File: src/rtl/mips_pipe_pkg.sv
// Shared MIPS pipeline types: fetch entry payload, NOP encoding and PC stepping.
package mips_pipe_pkg;

  localparam logic [31:0] INSTR_NOP = 32'h0000_0000;
  localparam logic [31:0] PC_STEP   = 32'd4;
  localparam int unsigned ENTRY_W   = 64;

  typedef struct packed {
    logic [31:0] pc;
    logic [31:0] instr;
  } fetch_entry_t;

  // Word-align an address by clearing the byte-offset bits.
  function automatic logic [31:0] align_pc(input logic [31:0] pc);
    return pc & ~32'h0000_0003;
  endfunction

endpackage

File: src/rtl/if_prefetch_queue_if.sv
// Prefetch queue bus bundle: instruction-memory handshake, redirect and IF-stage side.
interface if_prefetch_queue_if #(
  parameter int unsigned DEPTH = 4
);
  localparam int unsigned CNT_W = $clog2(DEPTH) + 1;

  logic             imem_req;
  logic [31:0]      imem_addr;
  logic             imem_ack;
  logic [31:0]      imem_rdata;
  logic             redirect_valid;
  logic [31:0]      redirect_pc;
  logic             if_ready;
  logic             if_valid;
  logic [31:0]      if_instr;
  logic [31:0]      if_pc;
  logic [CNT_W-1:0] fill_level;

  modport slave (
    output imem_req, imem_addr,
    input  imem_ack, imem_rdata,
    input  redirect_valid, redirect_pc, if_ready,
    output if_valid, if_instr, if_pc, fill_level
  );

  modport master (
    input  imem_req, imem_addr,
    output imem_ack, imem_rdata,
    output redirect_valid, redirect_pc, if_ready,
    input  if_valid, if_instr, if_pc, fill_level
  );

endinterface

File: src/rtl/pq_fifo.sv
// DEPTH-entry synchronous FIFO of fetch entries with flush, count and wrap-around pointers.
module pq_fifo
  import mips_pipe_pkg::*;
#(
  parameter int unsigned DEPTH = 4
) (
  input  logic                       clk,
  input  logic                       rst_n,
  input  logic                       push_i,
  input  fetch_entry_t               push_data_i,
  input  logic                       pop_i,
  input  logic                       flush_i,
  output fetch_entry_t               head_o,
  output logic [$clog2(DEPTH):0]     count_o,
  output logic                       full_o,
  output logic                       empty_o
);

  localparam int unsigned PTR_W = $clog2(DEPTH);
  localparam int unsigned CNT_W = PTR_W + 1;

  fetch_entry_t     mem_q [DEPTH];
  logic [PTR_W-1:0] wr_ptr_q, wr_ptr_d;
  logic [PTR_W-1:0] rd_ptr_q, rd_ptr_d;
  logic [CNT_W-1:0] count_q, count_d;
  logic             do_push, do_pop;

  assign full_o  = (count_q == CNT_W'(DEPTH));
  assign empty_o = (count_q == '0);
  assign count_o = count_q;
  assign head_o  = mem_q[rd_ptr_q];

  // Flush dominates; a push into a full FIFO is only legal alongside a pop.
  always_comb begin
    do_push  = push_i && (!full_o || pop_i) && !flush_i;
    do_pop   = pop_i && !empty_o && !flush_i;
    wr_ptr_d = wr_ptr_q;
    rd_ptr_d = rd_ptr_q;
    count_d  = count_q;
    if (flush_i) begin
      wr_ptr_d = '0;
      rd_ptr_d = '0;
      count_d  = '0;
    end else begin
      if (do_push) wr_ptr_d = wr_ptr_q + PTR_W'(1);
      if (do_pop)  rd_ptr_d = rd_ptr_q + PTR_W'(1);
      count_d = count_q + CNT_W'(do_push) - CNT_W'(do_pop);
    end
  end

  always_ff @(posedge clk or negedge rst_n) begin
    if (!rst_n) begin
      wr_ptr_q <= '0;
      rd_ptr_q <= '0;
      count_q  <= '0;
    end else begin
      wr_ptr_q <= wr_ptr_d;
      rd_ptr_q <= rd_ptr_d;
      count_q  <= count_d;
    end
  end

  always_ff @(posedge clk) begin
    if (do_push) mem_q[wr_ptr_q] <= push_data_i;
  end

endmodule

File: src/rtl/if_prefetch_queue.sv
// Instruction prefetch queue feeding the IF stage; fetches sequential words ahead of the core.
// Optional zero-latency response bypass into an empty queue: PREFETCH_BYPASS_EN.
module if_prefetch_queue
  import mips_pipe_pkg::*;
#(
  parameter int unsigned DEPTH    = 4,
  parameter logic [31:0] RESET_PC = 32'h0000_0000
) (
  input  logic                 clk,
  input  logic                 rst_n,
  if_prefetch_queue_if.slave   bus
);

  localparam int unsigned CNT_W = $clog2(DEPTH) + 1;

  localparam logic [1:0] ST_IDLE  = 2'd0;
  localparam logic [1:0] ST_WAIT  = 2'd1;
  localparam logic [1:0] ST_DRAIN = 2'd2;

  logic [1:0]       state_q, state_d;
  logic             req_q, req_d;
  logic [31:0]      addr_q, addr_d;
  logic [31:0]      fpc_q, fpc_d;
  logic [31:0]      redir_pc_c;
  logic             accept_c, push_c, pop_c;
  logic             fifo_full, fifo_empty;
  logic [CNT_W-1:0] fifo_count;
  fetch_entry_t     fifo_head, push_entry;

  assign redir_pc_c = align_pc(bus.redirect_pc);
  assign push_entry = '{pc: addr_q, instr: bus.imem_rdata};

  // Request FSM; DRAIN doubles as the drop flag for a stale outstanding request.
  always_comb begin
    state_d  = state_q;
    req_d    = req_q;
    addr_d   = addr_q;
    fpc_d    = fpc_q;
    accept_c = 1'b0;
    case (state_q)
      ST_IDLE: begin
        if (bus.redirect_valid) begin
          fpc_d = redir_pc_c;
        end else if (!fifo_full) begin
          state_d = ST_WAIT;
          req_d   = 1'b1;
          addr_d  = fpc_q;
        end
      end
      ST_WAIT: begin
        if (bus.redirect_valid) begin
          fpc_d = redir_pc_c;
          if (bus.imem_ack) begin
            state_d = ST_IDLE;
            req_d   = 1'b0;
          end else begin
            state_d = ST_DRAIN;
          end
        end else if (bus.imem_ack) begin
          state_d  = ST_IDLE;
          req_d    = 1'b0;
          fpc_d    = fpc_q + PC_STEP;
          accept_c = 1'b1;
        end
      end
      ST_DRAIN: begin
        if (bus.redirect_valid) fpc_d = redir_pc_c;
        if (bus.imem_ack) begin
          state_d = ST_IDLE;
          req_d   = 1'b0;
        end
      end
      default: begin
        state_d = ST_IDLE;
        req_d   = 1'b0;
      end
    endcase
  end

  always_ff @(posedge clk or negedge rst_n) begin
    if (!rst_n) begin
      state_q <= ST_IDLE;
      req_q   <= 1'b0;
      addr_q  <= RESET_PC;
      fpc_q   <= RESET_PC;
    end else begin
      state_q <= state_d;
      req_q   <= req_d;
      addr_q  <= addr_d;
      fpc_q   <= fpc_d;
    end
  end

  assign pop_c = !fifo_empty && bus.if_ready && !bus.redirect_valid;

`ifdef PREFETCH_BYPASS_EN
  logic bypass_c;

  // A response landing in an empty queue is presented immediately; consumed words skip storage.
  assign bypass_c = fifo_empty && accept_c;
  assign push_c   = accept_c && !(bypass_c && bus.if_ready);

  always_comb begin
    bus.if_valid = !fifo_empty || bypass_c;
    bus.if_instr = INSTR_NOP;
    bus.if_pc    = '0;
    if (!fifo_empty) begin
      bus.if_instr = fifo_head.instr;
      bus.if_pc    = fifo_head.pc;
    end else if (bypass_c) begin
      bus.if_instr = bus.imem_rdata;
      bus.if_pc    = addr_q;
    end
  end
`else
  assign push_c       = accept_c;
  assign bus.if_valid = !fifo_empty;
  assign bus.if_instr = fifo_empty ? INSTR_NOP : fifo_head.instr;
  assign bus.if_pc    = fifo_empty ? 32'h0 : fifo_head.pc;
`endif

  assign bus.imem_req   = req_q;
  assign bus.imem_addr  = addr_q;
  assign bus.fill_level = fifo_count;

  pq_fifo #(.DEPTH(DEPTH)) u_fifo (
    .clk         (clk),
    .rst_n       (rst_n),
    .push_i      (push_c),
    .push_data_i (push_entry),
    .pop_i       (pop_c),
    .flush_i     (bus.redirect_valid),
    .head_o      (fifo_head),
    .count_o     (fifo_count),
    .full_o      (fifo_full),
    .empty_o     (fifo_empty)
  );

  ack_without_request : assert property (
    @(posedge clk) disable iff (!rst_n) bus.imem_ack |-> (state_q != ST_IDLE)
  );

endmodule
File: src/flat_wrapper.sv
// flat-port wrapper written by rule: the top's interface ports become plain ports
module if_prefetch_queue_flat import mips_pipe_pkg::*;
#(
  parameter int unsigned DEPTH    = 4,
  parameter logic [31:0] RESET_PC = 32'h0000_0000
)
  (clk, rst_n, bus_imem_req, bus_imem_addr, bus_imem_ack, bus_imem_rdata, bus_redirect_valid, bus_redirect_pc, bus_if_ready, bus_if_valid, bus_if_instr, bus_if_pc, bus_fill_level);
  if_prefetch_queue_if #(.DEPTH(DEPTH)) bus_i ();
  input  logic clk;
  input  logic rst_n;
  output wire logic [$bits(bus_i.imem_req)-1:0] bus_imem_req;
  output wire logic [$bits(bus_i.imem_addr)-1:0] bus_imem_addr;
  input wire logic [$bits(bus_i.imem_ack)-1:0] bus_imem_ack;
  input wire logic [$bits(bus_i.imem_rdata)-1:0] bus_imem_rdata;
  input wire logic [$bits(bus_i.redirect_valid)-1:0] bus_redirect_valid;
  input wire logic [$bits(bus_i.redirect_pc)-1:0] bus_redirect_pc;
  input wire logic [$bits(bus_i.if_ready)-1:0] bus_if_ready;
  output wire logic [$bits(bus_i.if_valid)-1:0] bus_if_valid;
  output wire logic [$bits(bus_i.if_instr)-1:0] bus_if_instr;
  output wire logic [$bits(bus_i.if_pc)-1:0] bus_if_pc;
  output wire logic [$bits(bus_i.fill_level)-1:0] bus_fill_level;
  assign bus_imem_req = bus_i.imem_req;
  assign bus_imem_addr = bus_i.imem_addr;
  assign bus_i.imem_ack = bus_imem_ack;
  assign bus_i.imem_rdata = bus_imem_rdata;
  assign bus_i.redirect_valid = bus_redirect_valid;
  assign bus_i.redirect_pc = bus_redirect_pc;
  assign bus_i.if_ready = bus_if_ready;
  assign bus_if_valid = bus_i.if_valid;
  assign bus_if_instr = bus_i.if_instr;
  assign bus_if_pc = bus_i.if_pc;
  assign bus_fill_level = bus_i.fill_level;
  if_prefetch_queue #(.DEPTH(DEPTH), .RESET_PC(RESET_PC)) u_core (.clk(clk), .rst_n(rst_n), .bus(bus_i));
endmodule
File: config.mk
export PLATFORM = sky130hd
export DESIGN_NAME = if_prefetch_queue_flat
export DESIGN_NICKNAME = d
export VERILOG_FILES = /design/src/rtl/mips_pipe_pkg.sv /design/src/rtl/if_prefetch_queue_if.sv /design/src/rtl/pq_fifo.sv /design/src/rtl/if_prefetch_queue.sv /design/src/flat_wrapper.sv
export SDC_FILE = /design/constraint.sdc
export NUM_CORES = 1
export LEC_CHECK = 0
export CAP_MARGIN = 15
export CORE_ASPECT_RATIO = 1.5
export CORE_MARGIN = 1.5
export CORE_UTILIZATION = 40
export DETAILED_ROUTE_END_ITERATION = 8
export RECOVER_POWER = 25
export SLEW_MARGIN = 25
export SYNTH_ARGS = -nofsm -noshare
export SYNTH_HDL_FRONTEND = slang
export SYNTH_SLANG_ARGS = --single-unit
File: constraint.sdc
create_clock -name clk -period 4.3 [get_ports clk]
set_input_delay 1.29 -clock clk [delete_from_list [all_inputs] [get_ports clk]]
set_output_delay 1.29 -clock clk [all_outputs]
set_load 0.1 [all_outputs]
Word-level counts from Yosys, hierarchy flattened --
Memory sizes are Yosys's and may differ from the RTL's. Cells that the tools add are included.
Word-level totals: logic and storage cells 70, input port bits 69, register bits 74, output and inout port bits 101, memory bits (writable) 256, memories 1
Cells by class: add/subtract/negate cells 5, mux-type cells 26, reduce and logical (&&, ||, !) cells 21, eq/ne operators 8, bitwise operators 2
Memories:
- u_core.u_fifo.mem_q | words 4, bits a word 64, read ports 1, clocked after memory_dff 0, write ports 1, RTL line pq_fifo.sv:22 | fetch_entry_t mem_q [DEPTH];
Operator list (count):
- 32-bit two-way mux | 5
- 32-bit one-hot mux with 2 select lines | 1
- 32-bit by 3-bit adder with 32-bit output, second input constant | 1
- 2-bit two-way mux | 9
- 3-bit AND reduction | 3
- 1-bit two-way mux | 8
- 1-bit logical AND | 6
- 2-bit one-hot mux with 3 select lines | 1
- 2-bit nonzero test | 3
- 2-bit by 1-bit adder with 2-bit output, second input constant | 2
- 2-bit by 1-bit inequality test with 1-bit output, second input constant | 2
- 2-bit inequality test, second input constant | 2
- 2-bit OR reduction | 2
- 3-bit by 1-bit adder with 3-bit output | 1
- 3-bit == test, second input constant | 1
- 1-bit logical NOT | 3
- 3-bit logical NOT | 1
- 3-bit two-way mux | 1
- 3-bit inequality test, second input constant | 1
- 3-bit by 1-bit subtractor with 3-bit output | 1
- 2-bit by 1-bit == test with 1-bit output, second input constant | 1
- 2-bit == test, second input constant | 1
- 2-bit logical NOT | 1
- 1-bit inverter | 2
- 3 further kinds | 3

Longest topological paths before layout --
depth after elaboration 10, depth in mapped cells 13, gate-level depth less buffers 13

Hierarchy --
From an unflattened synthesis, not the netlist that was laid out.
Second synthesis, totals: cell total of the unflattened synthesis 790, area total of the unflattened synthesis 13508.0 um^2
By module, submodules not included:
- pq_fifo | cells an instance 381, times used 1, area each 9728.1 um^2, sequential area each 7862.5 um^2
- if_prefetch_queue | cells an instance 409, times used 1, area each 3779.9 um^2, sequential area each 1576.5 um^2

Worst setup path before layout --
No wires, ideal clock.
kind reg-to-output, start register u_core.u_fifo.count_q[1] (netlist: u_core.u_fifo.count_o[1]), end output port bus_if_instr[22], required time 3.010 ns, arrival time 3.059 ns, slack -0.049 ns, stages on the path, launching flop included 4, buffers on the path 1, cell sequence dfrtp_1 -> or3_1 -> clkbuf_1 -> and2_1
Between the ends: word-level cells in the longest chain between the ends 2
RTL lines:
- from (decl) | RTL line pq_fifo.sv:25 | logic [CNT_W-1:0] count_q, count_d;
- from (signal assigned) | RTL line pq_fifo.sv:59 | count_q <= count_d;
- 3-bit logical NOT | RTL line pq_fifo.sv:29 | assign empty_o = (count_q == '0);
- 32-bit two-way mux | RTL line if_prefetch_queue.sv:118 | assign bus.if_instr = fifo_empty ? INSTR_NOP : fifo_head.instr;
- to (decl) | RTL line flat_wrapper.sv:19 | output wire logic [$bits(bus_i.if_instr)-1:0] bus_if_instr;
Every way passes these cells.

Worst setup path in the final report --
start register u_core.u_fifo.rd_ptr_q[0], end output port bus_if_pc[8]
Between the ends: word-level cells in the longest chain between the ends 2
RTL lines:
- from (decl) | RTL line pq_fifo.sv:24 | logic [PTR_W-1:0] rd_ptr_q, rd_ptr_d;
- from (signal assigned) | RTL line pq_fifo.sv:58 | rd_ptr_q <= rd_ptr_d;
- memory 4 x 64 bit
- 32-bit two-way mux | RTL line if_prefetch_queue.sv:119 | assign bus.if_pc = fifo_empty ? 32'h0 : fifo_head.pc;
- to (decl) | RTL line flat_wrapper.sv:20 | output wire logic [$bits(bus_i.if_pc)-1:0] bus_if_pc;
Every way passes these cells.

==> impl_metrics.env <==
export IMPL_relSlewSlack_pct=-29.2
export IMPL_postSynthAreaPerCell_um2=17.1
export IMPL_fin_cells=1388
export IMPL_setup_viol=0
export IMPL_crit_start="u_core.u_fifo.rd_ptr_q[0]$_DFFE_PN0P_"
export IMPL_violations="max-capacitance violations, max-slew violations"
export IMPL_worst_r2r_path_depth=11
export IMPL_critPathTopFamily="flip-flops"
export IMPL_r2r_slack_ps=1400
export IMPL_ios=170
export IMPL_overflow=0
export IMPL_finalCritPeriodShare_pct=90.5
export IMPL_syn_area_um2=13200
export IMPL_worst_ep_arrival_time_ps=2600
export IMPL_dp_hpwl_mm=17.7
export IMPL_h_tree_depth=1
export IMPL_clock_latency_ps=560
export IMPL_cp_max_fo=20
export IMPL_crit_required_ps=3010
export IMPL_layout_commonest_cell="edfxtp_1"
export IMPL_met1_usage_pct=21.1
export IMPL_critical_path_buf_inv_count=2
export IMPL_wl_per_cell_um=20.2
export IMPL_drtPass1Iterations=6
export IMPL_yosys_warnings=0
export IMPL_r2r_start="u_core.u_fifo.count_o[1]$_DFF_PN0_"
export IMPL_slew_viol_final=34
export IMPL_grt_usage_pct=16.8
export IMPL_cp_cell_sequence="buf_4 -> mux4_2 -> and2_1 -> buf_4"
export IMPL_antenna_found_initial=1
export IMPL_period_needed_ps=3890
export IMPL_critPathMaxStageDelay_ps=710
export IMPL_place_area_um2=15200
export IMPL_synth_seq_cells=318
export IMPL_rsz0062_at_grt="false"
export IMPL_drc=0
export IMPL_crit_path_end="bus_if_pc[8]"
export IMPL_status="finished, violations left"
export IMPL_hold_buffers=0
export IMPL_hp_class="register to register"
export IMPL_drive_gt1_share_pct=26.1
export IMPL_num_vias=7285
export IMPL_finalHoldViolCount=0
export IMPL_met3_usage_pct=1.74
export IMPL_max_cap_viol_count=1
export IMPL_cp_common_cell="buf_4"
export IMPL_drt_iter0_drc=389
export IMPL_worst_slew_pin_slew_ps=1940
export IMPL_crit_type="register to primary output"
export IMPL_hold_depth=1
export IMPL_synth_edf_count=248
export IMPL_clk_path_buf_depth=3
export IMPL_ys_types=62
export IMPL_synthCells=772
export IMPL_grt_max_degree=63
export IMPL_ant_nets=0
export IMPL_max_freq_ghz=0.257
export IMPL_yosysSeqAreaShare_pct=69.8
export IMPL_stdcell_area_um2=16200
export IMPL_ys_flop_type="edfxtp_1"
export IMPL_synthArstFlopShare_pct=22.0
export IMPL_die_height_um=225
export IMPL_layout_common_cells="edfxtp_1, clkdlybuf4s50_1, buf_4"
export IMPL_cts_sinks=318
export IMPL_fin_worst_skew_ps=9.55
export IMPL_grt_pass1_vias=7579
export IMPL_busiest_layer="met2"
export IMPL_clk_pin_slew_ps=60
export IMPL_start_util_pct=40.5
export IMPL_root_buffer="clkbuf_16"
export IMPL_routabilityCongestion=0.803
export IMPL_gr_usage_met2_pct=30.0
export IMPL_cts_tree="done"
export IMPL_cp_slowest_cell="dfrtp_4"
export IMPL_timing_hold_ws_ps=497
export IMPL_die_area_um2=34100
export IMPL_fin_setup_tns_ps=0
export IMPL_core_um2=32500
export IMPL_worstSetupStartpointType="register"
export IMPL_cp_end_kind="primary output"
export IMPL_post_cts_buffers=0
export IMPL_core_rowCount=81
export IMPL_cts_buffers=30
export IMPL_port_buffers=163
export IMPL_die_w_um=151
export IMPL_synthToLayoutAreaGrowth_pct=23.1
export IMPL_cp_depth=4
export IMPL_timing_rr_end="u_core.u_fifo.count_o[2]$_DFF_PN0_"
export IMPL_nets=1030
export IMPL_wirelength_mm=28.1
export IMPL_post_cts_resized=0
export IMPL_grt_pass1_wl_mm=43.3
export IMPL_dp_cells=1331
export IMPL_vias_per_cell=5.25
sequential cells by signal (all words and copies together), names as in the netlist:
register,count
u_core.bus.imem_req,1
u_core.bus.imem_addr,30
u_core.fpc_q,30
u_core.u_fifo.wr_ptr_q,2
u_core.u_fifo.count_o,3
u_core.state_q,2
u_core.u_fifo.mem_q,248
u_core.u_fifo.rd_ptr_q,2
how the worst min path moves through the flow:
stage | from | end | slack (ps)
2_1_floorplan | u_core.u_fifo.wr_ptr_q[0]$_DFFE_PN0P_ | u_core.u_fifo.wr_ptr_q[0]$_DFFE_PN0P_ | 490
3_5_place_dp | u_core.bus.imem_req$_DFFE_PN0P_ | u_core.bus.imem_req$_DFFE_PN0P_ | 480
6_report | u_core.bus.imem_req$_DFFE_PN0P_ | u_core.bus.imem_req$_DFFE_PN0P_ | 500
4_1_cts | u_core.bus.imem_req$_DFFE_PN0P_ | u_core.bus.imem_req$_DFFE_PN0P_ | 500
3_3_place_gp | u_core.bus.imem_req$_DFFE_PN0P_ | u_core.bus.imem_req$_DFFE_PN0P_ | 500
5_1_grt | u_core.bus.imem_req$_DFFE_PN0P_ | u_core.bus.imem_req$_DFFE_PN0P_ | 530
worst register-to-register path, cell delays in order (launching register included):
cell and delay, ps:
dfrtp_1 440, or3_2 810, nand2_1 240, nor2_1 60
ha_1 290, inv_1 60, ha_1 130, inv_1 40
fa_1 370, xor2_1 170, xnor2_1 130, nor2_1 50
stage by stage:
stage | utilization, % | setup slack [ps]
finish | 49.9 | 409
floorplan | - | 452
global placement | 46.8 | 571
detailed placement | 46.8 | 582
CTS | 49.9 | 294
global route | 49.9 | 239
cells in the mapped netlist, drive strengths merged (3+ instances only):
library cell / number / share of area (%)
a31oi: 4 / 0.19
mux2i: 4 / 0.30
nand4: 11 / 0.75
nor2: 27 / 0.79
edfxtp: 248 / 56
clkbuf: 21 / 0.67
inv: 12 / 0.34
o311ai: 3 / 0.20
nand2b: 3 / 0.14
nand2: 24 / 0.68
nand3: 23 / 1.0
and2: 70 / 3.3
mux4: 62 / 11
o22a: 6 / 0.41
o21ai: 15 / 0.57
a21oi: 33 / 1.3
or2: 3 / 0.14
buf: 24 / 1.1
and3: 5 / 0.24
a22oi: 3 / 0.17
ha: 12 / 1.1
o22ai: 7 / 0.33
mux2: 30 / 2.6
or3: 6 / 0.28
xor2: 3 / 0.20
a2bb2oi: 6 / 0.40
dfrtp: 70 / 13
nor3: 11 / 0.62
nor2b: 3 / 0.14
cell type report:
type                    instances  area (µm²)
inverters                      12        45.0
diodes                          1        2.50
clock inverters                20         223
fillers                      2785       16300
repair buffers                186        1710
well taps                     415         519
multi-input cells             400        3730
flip-flops and latches        318        9210
clock buffers                  36         795
per-layer routing:
layer / up-vias / part of all wire, %
li1: 3360 / -
met1: 3716 / 41
met2: 168 / 53
met3: 41 / 4.0
met4: 0 / 2.5
met5: - / 0
logic make-up (layout without fill, tap and decap cells):
logic type / count (synthesis) / count (layout) / synth area share [%]
fa+ha+maj: 13 / 13 / 1.29
mux: 96 / 96 / 13.5
flops: 318 / 318 / 69.8
simple gates: 194 / 194 / 8.70
xor+xnor: 4 / 4 / 0.266
other cells: 1 / 5 / 0.0284
buf+inv: 57 / 254 / 2.14
compound gates: 89 / 89 / 4.35
Power is left out: the tool's default activity adds up to more than one toggle a clock period on the data nets, which glitch-free logic cannot reach.
